`config.mk`:
```
export PLATFORM = sky130hd
export DESIGN_NAME = pattern_detect_ctrl
export DESIGN_NICKNAME = d
export VERILOG_FILES = /design/src/rtl/pattern_detect_ctrl.sv
export SDC_FILE = /design/constraint.sdc
export NUM_CORES = 1
export LEC_CHECK = 0
export CORE_ASPECT_RATIO = 0.5
export CORE_MARGIN = 2
export CORE_UTILIZATION = 35
export CTS_BUF_LIST = sky130_fd_sc_hd__clkbuf_4 sky130_fd_sc_hd__clkbuf_8 sky130_fd_sc_hd__clkbuf_16
export CTS_CLUSTER_DIAMETER = 30
export DETAILED_ROUTE_END_ITERATION = 10
export DONT_BUFFER_PORTS = 1
export GPL_ROUTABILITY_DRIVEN = 0
export GPL_TIMING_DRIVEN = 0
export PLACE_DENSITY = 0.54
export RECOVER_POWER = 25
export REMOVE_ABC_BUFFERS = 1
export SLEW_MARGIN = 10
export SYNTH_ARGS = -nofsm -noshare
export SYNTH_HDL_FRONTEND = slang
export SYNTH_SLANG_ARGS = --single-unit
```
`constraint.sdc`:
```
create_clock -name clk -period 6.35 [get_ports clk]
set_input_delay 0.3175 -clock clk [delete_from_list [all_inputs] [get_ports clk]]
set_output_delay 0.3175 -clock clk [all_outputs]
set_load 0.005 [all_outputs]
```
`src/rtl/pattern_detect_ctrl.sv`:
```
// -----------------------------------------------------------------------------
// pattern_detect_ctrl
//   Serial bit-pattern detector with a configure / run / done control flow.
//   A configuration handshake in IDLE latches a pattern (1..MAXLEN bits), the
//   overlap mode and a window length in bits. In RUN, each accepted serial bit
//   is shifted into a history register and compared against the pattern. A
//   detection produces a one-cycle match pulse and bumps a saturating counter.
//   The run ends after the programmed number of accepted bits (done pulse) or
//   on abort (no done pulse).
//
// Ports
//   clk          clock, all state updates on posedge
//   rst          asynchronous active-low reset
//   cfg_valid    configuration request
//   cfg_ready    configuration can be accepted (IDLE)
//   cfg_pattern  pattern bits, bit [cfg_len-1] is the first expected bit
//   cfg_len      pattern length, legal 1..MAXLEN
//   cfg_overlap  1 = overlapping detection, 0 = non-overlapping
//   cfg_nbits    run window in accepted bits, legal 1..65535
//   din_valid    serial bit offered
//   din          serial data bit
//   din_ready    serial bit accepted this cycle when din_valid is high
//   abort        terminates a run
//   match        one-cycle pulse per detection
//   match_count  detections in the current or last run (saturating)
//   busy         high while in RUN
//   done         one-cycle pulse at normal run completion
//   cfg_err      one-cycle pulse on a rejected configuration
// -----------------------------------------------------------------------------
module pattern_detect_ctrl #(
    parameter int unsigned MAXLEN = 8,
    parameter int unsigned CNTW   = 8
) (
    input  logic              clk,
    input  logic              rst,
    input  logic              cfg_valid,
    output logic              cfg_ready,
    input  logic [MAXLEN-1:0] cfg_pattern,
    input  logic [4:0]        cfg_len,
    input  logic              cfg_overlap,
    input  logic [15:0]       cfg_nbits,
    input  logic              din_valid,
    input  logic              din,
    output logic              din_ready,
    input  logic              abort,
    output logic              match,
    output logic [CNTW-1:0]   match_count,
    output logic              busy,
    output logic              done,
    output logic              cfg_err
);

    typedef enum logic [1:0] {
        S_IDLE,
        S_RUN,
        S_DONE
    } state_t;

    state_t              state_q, state_d;
    logic [MAXLEN-1:0]   hist_q, hist_d;
    logic [MAXLEN-1:0]   pat_q, pat_d;
    logic [4:0]          len_q, len_d;
    logic                ovl_q, ovl_d;
    logic [4:0]          fill_q, fill_d;
    logic [15:0]         rem_q, rem_d;
    logic [CNTW-1:0]     count_q, count_d;
    logic                match_q, match_d;
    logic                cfg_err_q, cfg_err_d;

    logic [MAXLEN-1:0]   hist_shift;
    logic [4:0]          fill_inc;
    logic                hit;
    logic                cfg_legal;

    // History after taking the current din, and whether that completes the
    // pattern. Only the low len_q bits of history take part in the compare.
    always_comb begin
        hist_shift = {hist_q[MAXLEN-2:0], din};
        fill_inc   = (fill_q == 5'(MAXLEN)) ? fill_q : fill_q + 5'd1;
        hit        = (fill_inc >= len_q);
        for (int unsigned i = 0; i < MAXLEN; i++) begin
            if ((5'(i) < len_q) && (hist_shift[i] != pat_q[i])) begin
                hit = 1'b0;
            end
        end
    end

    assign cfg_legal = (cfg_len != 5'd0) && (cfg_len <= 5'(MAXLEN)) &&
                       (cfg_nbits != 16'd0);

    always_comb begin
        state_d   = state_q;
        hist_d    = hist_q;
        pat_d     = pat_q;
        len_d     = len_q;
        ovl_d     = ovl_q;
        fill_d    = fill_q;
        rem_d     = rem_q;
        count_d   = count_q;
        match_d   = 1'b0;
        cfg_err_d = 1'b0;

        cfg_ready = (state_q == S_IDLE);
        din_ready = (state_q == S_RUN) && !abort;
        busy      = (state_q == S_RUN);
        done      = (state_q == S_DONE);

        unique case (state_q)
            S_IDLE: begin
                if (cfg_valid) begin
                    if (cfg_legal) begin
                        pat_d   = cfg_pattern;
                        len_d   = cfg_len;
                        ovl_d   = cfg_overlap;
                        rem_d   = cfg_nbits;
                        hist_d  = '0;
                        fill_d  = '0;
                        count_d = '0;
                        state_d = S_RUN;
                    end else begin
                        cfg_err_d = 1'b1;
                    end
                end
            end
            S_RUN: begin
                if (abort) begin
                    state_d = S_IDLE;
                end else if (din_valid) begin
                    hist_d = hist_shift;
                    fill_d = fill_inc;
                    rem_d  = rem_q - 16'd1;
                    if (hit) begin
                        match_d = 1'b1;
                        if (count_q != '1) begin
                            count_d = count_q + 1'b1;
                        end
                        // Non-overlapping: the next hit needs len fresh bits.
                        if (!ovl_q) begin
                            fill_d = '0;
                        end
                    end
                    if (rem_q == 16'd1) begin
                        state_d = S_DONE;
                    end
                end
            end
            S_DONE: begin
                state_d = S_IDLE;
            end
            default: begin
                state_d = S_IDLE;
            end
        endcase
    end

    always_ff @(posedge clk or negedge rst) begin
        if (!rst) begin
            state_q   <= S_IDLE;
            hist_q    <= '0;
            pat_q     <= '0;
            len_q     <= '0;
            ovl_q     <= 1'b0;
            fill_q    <= '0;
            rem_q     <= '0;
            count_q   <= '0;
            match_q   <= 1'b0;
            cfg_err_q <= 1'b0;
        end else begin
            state_q   <= state_d;
            hist_q    <= hist_d;
            pat_q     <= pat_d;
            len_q     <= len_d;
            ovl_q     <= ovl_d;
            fill_q    <= fill_d;
            rem_q     <= rem_d;
            count_q   <= count_d;
            match_q   <= match_d;
            cfg_err_q <= cfg_err_d;
        end
    end

    assign match       = match_q;
    assign match_count = count_q;
    assign cfg_err     = cfg_err_q;

endmodule

```
# --- Word-level counts from Yosys, hierarchy flattened ---
# Index checks and enable logic that the tools add are counted.
classes:
  n_addsub: 3
  magnitude_cmp: 10
  n_eq_ne: 21
  muxes: 44
  n_reduce_logical: 20
op_table:
  columns: ["cell", "count"]
  rows:
  - ["$mux 16", 4]
  - ["$mux 8", 6]
  - ["$mux 5", 7]
  - ["$pmux 16 s2", 1]
  - ["$lt 3x5->1 const A", 4]
  - ["$eq 16x1->1 const B", 1]
  - ["$pmux 8 s2", 1]
  - ["$reduce_bool 16->1", 1]
  - ["$sub 16x1->16 const B", 1]
  - ["$mux 1", 15]
  - ["$mux 7", 2]
  - ["$pmux 7 s2", 1]
  - ["$logic_and 1x1->1", 11]
  - ["$lt 1x5->1 const A", 2]
  - ["$lt 2x5->1 const A", 2]
  - ["$mux 2", 5]
  - ["$pmux 5 s2", 1]
  - ["$add 8x1->8 const B", 1]
  - ["$ne 1x1->1", 8]
  - ["$ne 8x8->1 const B", 1]
  - ["$reduce_and 7->1", 1]
  - ["$ne 2x1->1 const B", 3]
  - ["$ne 2x2->1 const B", 3]
  - ["$add 5x1->5 const B", 1]
  - ["15 further kinds", 15]
totals:
  reg_bits: 54
  in_bits: 36
  word_cells: 108

# --- Logic depth before layout (Yosys ltp) ---
depth:
  ltp_word: 15
  depth_mapped: 13
  depth_no_buf: 12

# --- Worst setup path before layout ---
# Ideal clock, no wire load.
synth_timing:
  kind: "register -> register"
  from: "register fill_q[0]"
  to: "register count_q[6], in the netlist match_count[6]"
  t_arrival_ns: 2.591
  required_time_ns: 6.272
  slack_ns: 3.681
  stages_incl_launch_ff: 14
  n_path_buf: 1
  period_less_slack_ns: 2.669
  path_cell_list: "dfrtp_1 inv_1 ha_1 nand3b_1 nor2_1 xnor2_1 ha_1 nor2b_1 o21ai_0 a31oi_1 or3_4 buf_6 or4_1 a21oi_1"
synth_via:
  elab_chain_len: 13
  elab_cells_between_ends: 14
synth_lines:
  columns: ["element", "line", "source"]
  rows:
  - ["start: declaration", "64", "logic [4:0] fill_q, fill_d;"]
  - ["start signal: assignment", "174", "fill_q <= fill_d;"]
  - ["$add 5x1->5 or $eq 5x4->1 (tied branches)", "79", "fill_inc = (fill_q == 5'(MAXLEN)) ? fill_q : fill_q + 5'd1;"]
  - ["$mux 5 (*)", "79", null]
  - ["$ge 5x5->1 (*)", "80", "hit = (fill_inc >= len_q);"]
  - ["$mux 1 (*) (8 in series)", "82", "if ((5'(i) < len_q) && (hist_shift[i] != pat_q[i])) begin"]
  - ["$ne 2x1->1 (no line) (*)", null, null]
  - ["$reduce_and 7->1 (no line) (*)", null, null]
  - ["end signal: assignment", "176", "count_q <= count_d;"]
  - ["end: declaration", "66", "logic [CNTW-1:0] count_q, count_d;"]
# Every way passes the cells marked *; elsewhere a longest branch is shown, timed or not.
# A chain may end at the register's enable or synchronous reset.

==> impl_metrics.env <==
export IMPL_regToRegSetupSlack_ns=3.25
export IMPL_setup_viol_count_final=0
export IMPL_core_um2=8120
export IMPL_powerDensity_nw_per_um2=299
export IMPL_area_growth_pct=9.78
export IMPL_period_minus_slack_ns=3.18
export IMPL_worst_slew_pin_slew_ns=2.94
export IMPL_track_usage=0.170
export IMPL_grt_pass1_wl_mm=12.6
export IMPL_ios=50
export IMPL_vias=2487
export IMPL_cts_tree="yes"
export IMPL_hold_viol=0
export IMPL_crit_type="in -> async"
export IMPL_numCtsBuffers=5
export IMPL_post_cts_setup_buffers=0
export IMPL_ys_warnings_count=0
export IMPL_die_w_um=134
export IMPL_dp_cells=440
export IMPL_postSynthAreaPerCell_um2=8.81
export IMPL_synth_top_family_by_area="simple AND/OR/NAND/NOR gates"
export IMPL_fmax_mhz=314
export IMPL_place_ws_ns=3.31
export IMPL_p_leak_nw=1.39
export IMPL_muxShareOfSynthArea=0.00675
export IMPL_synth_ff_type="dfrtp_1"
export IMPL_avgRoutedWirePerCell_um=16.5
export IMPL_skew_ns=0.00589
export IMPL_violations="max-capacitance violations, max-slew violations"
export IMPL_clockBufferDepth=2
export IMPL_dp_hpwl_mm=5.29
export IMPL_hp_class="in -> reg"
export IMPL_drt_iter0_drc=169
export IMPL_tns_ns=0
export IMPL_stdcell_count=448
export IMPL_cts_max_level=2
export IMPL_synthAdderAreaFrac=0.0422
export IMPL_drc_errors=0
export IMPL_netlist_instances=337
export IMPL_status="complete, but fails checks"
export IMPL_seq_area_frac_synth=0.455
export IMPL_synth_xor_area_frac=0.0354
export IMPL_io_buffers=0
export IMPL_cts_sinks=54
export IMPL_fp_dieH_um=69.1
export IMPL_routed_wl_mm=7.40
export IMPL_cts_root_buffer="clkbuf_16"
export IMPL_grt_setup_unrepaired="false"
export IMPL_crit_buf_inv=2
export IMPL_max_cap_viol_count=1
export IMPL_cp_end_kind="asynchronous set/reset pin"
export IMPL_synth_compound_area_frac=0.189
export IMPL_cp_max_fo=54
export IMPL_drive_gt1_frac=0.0595
export IMPL_die_area_um2=9280
export IMPL_clk_latency_ns=0.29
export IMPL_nets=383
export IMPL_antenna_found_initial=0
export IMPL_finalCritPeriodShare=0.501
export IMPL_slew_violations=55
export IMPL_path_clk_slew_ns=0.07
export IMPL_setup_ws_ns=3.17
export IMPL_critPathLaunchType="input pin"
export IMPL_crit_required_ns=6.11
export IMPL_crit_arrival_ns=2.94
export IMPL_max_slew_margin=-0.958
export IMPL_first_global_vias=2437
export IMPL_drtAntennaViolNets=0
export IMPL_critPathTopFamily="buffers and inverters"
export IMPL_ir_drop_uv=117
export IMPL_synth_simple_area_share=0.237
export IMPL_synth_edf_count=0
export IMPL_slowest_stage="clkbuf_1"
export IMPL_ys_seq_elements=54
export IMPL_async_flop_share=1.00
export IMPL_start_util=0.366
export IMPL_path_cells="dlygate4sd3_1, clkbuf_1"
export IMPL_utilization=0.401
export IMPL_row_count=23
export IMPL_gr_total_overflow=0
export IMPL_fin_hold_ws_ns=0.115
export IMPL_diodes=0
export IMPL_synth_area_um2=2970
export IMPL_ys_types=55
export IMPL_slowest_delay_ns=2.07
export IMPL_dr_pass1_iters=4
export IMPL_grt_max_degree=55
export IMPL_viasPerCell=5.55
[synth_stat cells, types with 2 or more instances]
cell type / instances / area (um2)
a211o_1: 2 / 17.5
inv_1: 13 / 48.8
o21a_1: 2 / 15.0
o211ai_1: 2 / 15.0
and3_1: 5 / 31.3
o2bb2ai_1: 2 / 17.5
nor2b_1: 2 / 12.5
o22a_1: 2 / 17.5
nor2_1: 22 / 82.6
a221o_1: 2 / 20.0
and4_1: 2 / 17.5
ha_1: 10 / 125
xor2_1: 3 / 26.3
a21o_1: 2 / 15.0
or2_2: 2 / 12.5
and2_1: 3 / 18.8
a22oi_1: 3 / 22.5
clkbuf_1: 10 / 37.5
a31oi_1: 3 / 18.8
nor4_1: 7 / 43.8
o31ai_1: 5 / 37.5
nor3_1: 7 / 35.0
nand3_1: 12 / 60.1
or4_1: 4 / 30.0
o22ai_1: 2 / 12.5
or3_1: 2 / 12.5
a32o_1: 4 / 40.0
a21oi_1: 14 / 70.1
o21ai_0: 30 / 150
mux2i_1: 2 / 20.0
nand2_1: 71 / 267
xnor2_1: 9 / 78.8
dfrtp_1: 54 / 1350
[worst paths after layout]
path / start / cells after the start / end
max in group clk: fill_q[0] / 12 / match_count[7]
min in group asynchronous: rst / 2 / rem_q[2]
setup reg to reg: fill_q[0] / 12 / match_count[7]
hold reg to reg: pat_q[3] / 2 / pat_q[3]
hold / removal: abort / 1 / state_q[0]
setup / recovery: rst / 2 / hist_q[3]
[state kept, by name, indices dropped and copies added (netlist names)]
register and cells:
cfg_err 1, ovl_q 1, hist_q 7, fill_q 5, rem_q 16, len_q 5
match 1, pat_q 8, match_count 8, state_q 2
[report_power, final]
part	total [mW]	switching [mW]	internal (mW)	leakage, nW
combinational	0.226	0.131	0.0950	0.626
clock	0.276	0.123	0.153	0.0688
sequential	0.471	0.0640	0.407	0.698
[area by class of cell]
cell class / count / area, um2
Inverter: 13 / 48.8
Sequential cell: 54 / 1350
Timing Repair Buffer: 5 / 51.3
Multi-Input combinational cell: 258 / 1530
Clock buffer: 6 / 139
Fill cell: 813 / 4860
Tap cell: 112 / 140
[per-layer routing]
layer | GRT usage | vias to the layer above | share of wire | wire length [um]
met2 | 0.261 | 62 | 0.44 | 3270
li1 | - | 1201 | - | -
met1 | 0.243 | 1220 | 0.49 | 3660
met5 | 0 | - | 0 | 0
met3 | 0.0390 | 4 | 0.056 | 416
met4 | 0.0409 | 0 | 0.0072 | 53
[through the flow]
step / cell area [um2] / total power [mW]
after floorplan: 2910 / 0.633
after global placement: 3050 / 0.684
after detailed placement: 3110 / 0.696
after CTS: 3280 / 0.983
after global routing: 3260 / 1.04
final: 3260 / 0.974
[kinds of logic after synthesis]
group                      Yosys count
adders and majority gates           10
DFF                                 54
muxes                                2
xor gates and xnor gates            12
and+or+nand+nor                    148
AOI/OAI and AO/OA                   86
buffers and inverters               25
[layout by cell type (no fill, tap or decap), types with 4 or more instances in the layout]
master     instances
and3_1             5
clkbuf_16          5
o31ai_1            4
nor4_1             7
xnor2_1            9
nor2_1            21
a32o_1             4
o21ai_0           30
nand3_1           12
nor3_1             7
or4_1              4
dfrtp_1           54
inv_1             13
a21oi_1           14
ha_1              10
nand2_1           71
[what timing repair did]
item / CTS / global route
hold endpoints to repair: 54 / 0
hold buffers: 2 / 0
resized for setup: 0 / 0
(Power assumes the default switching activity.)
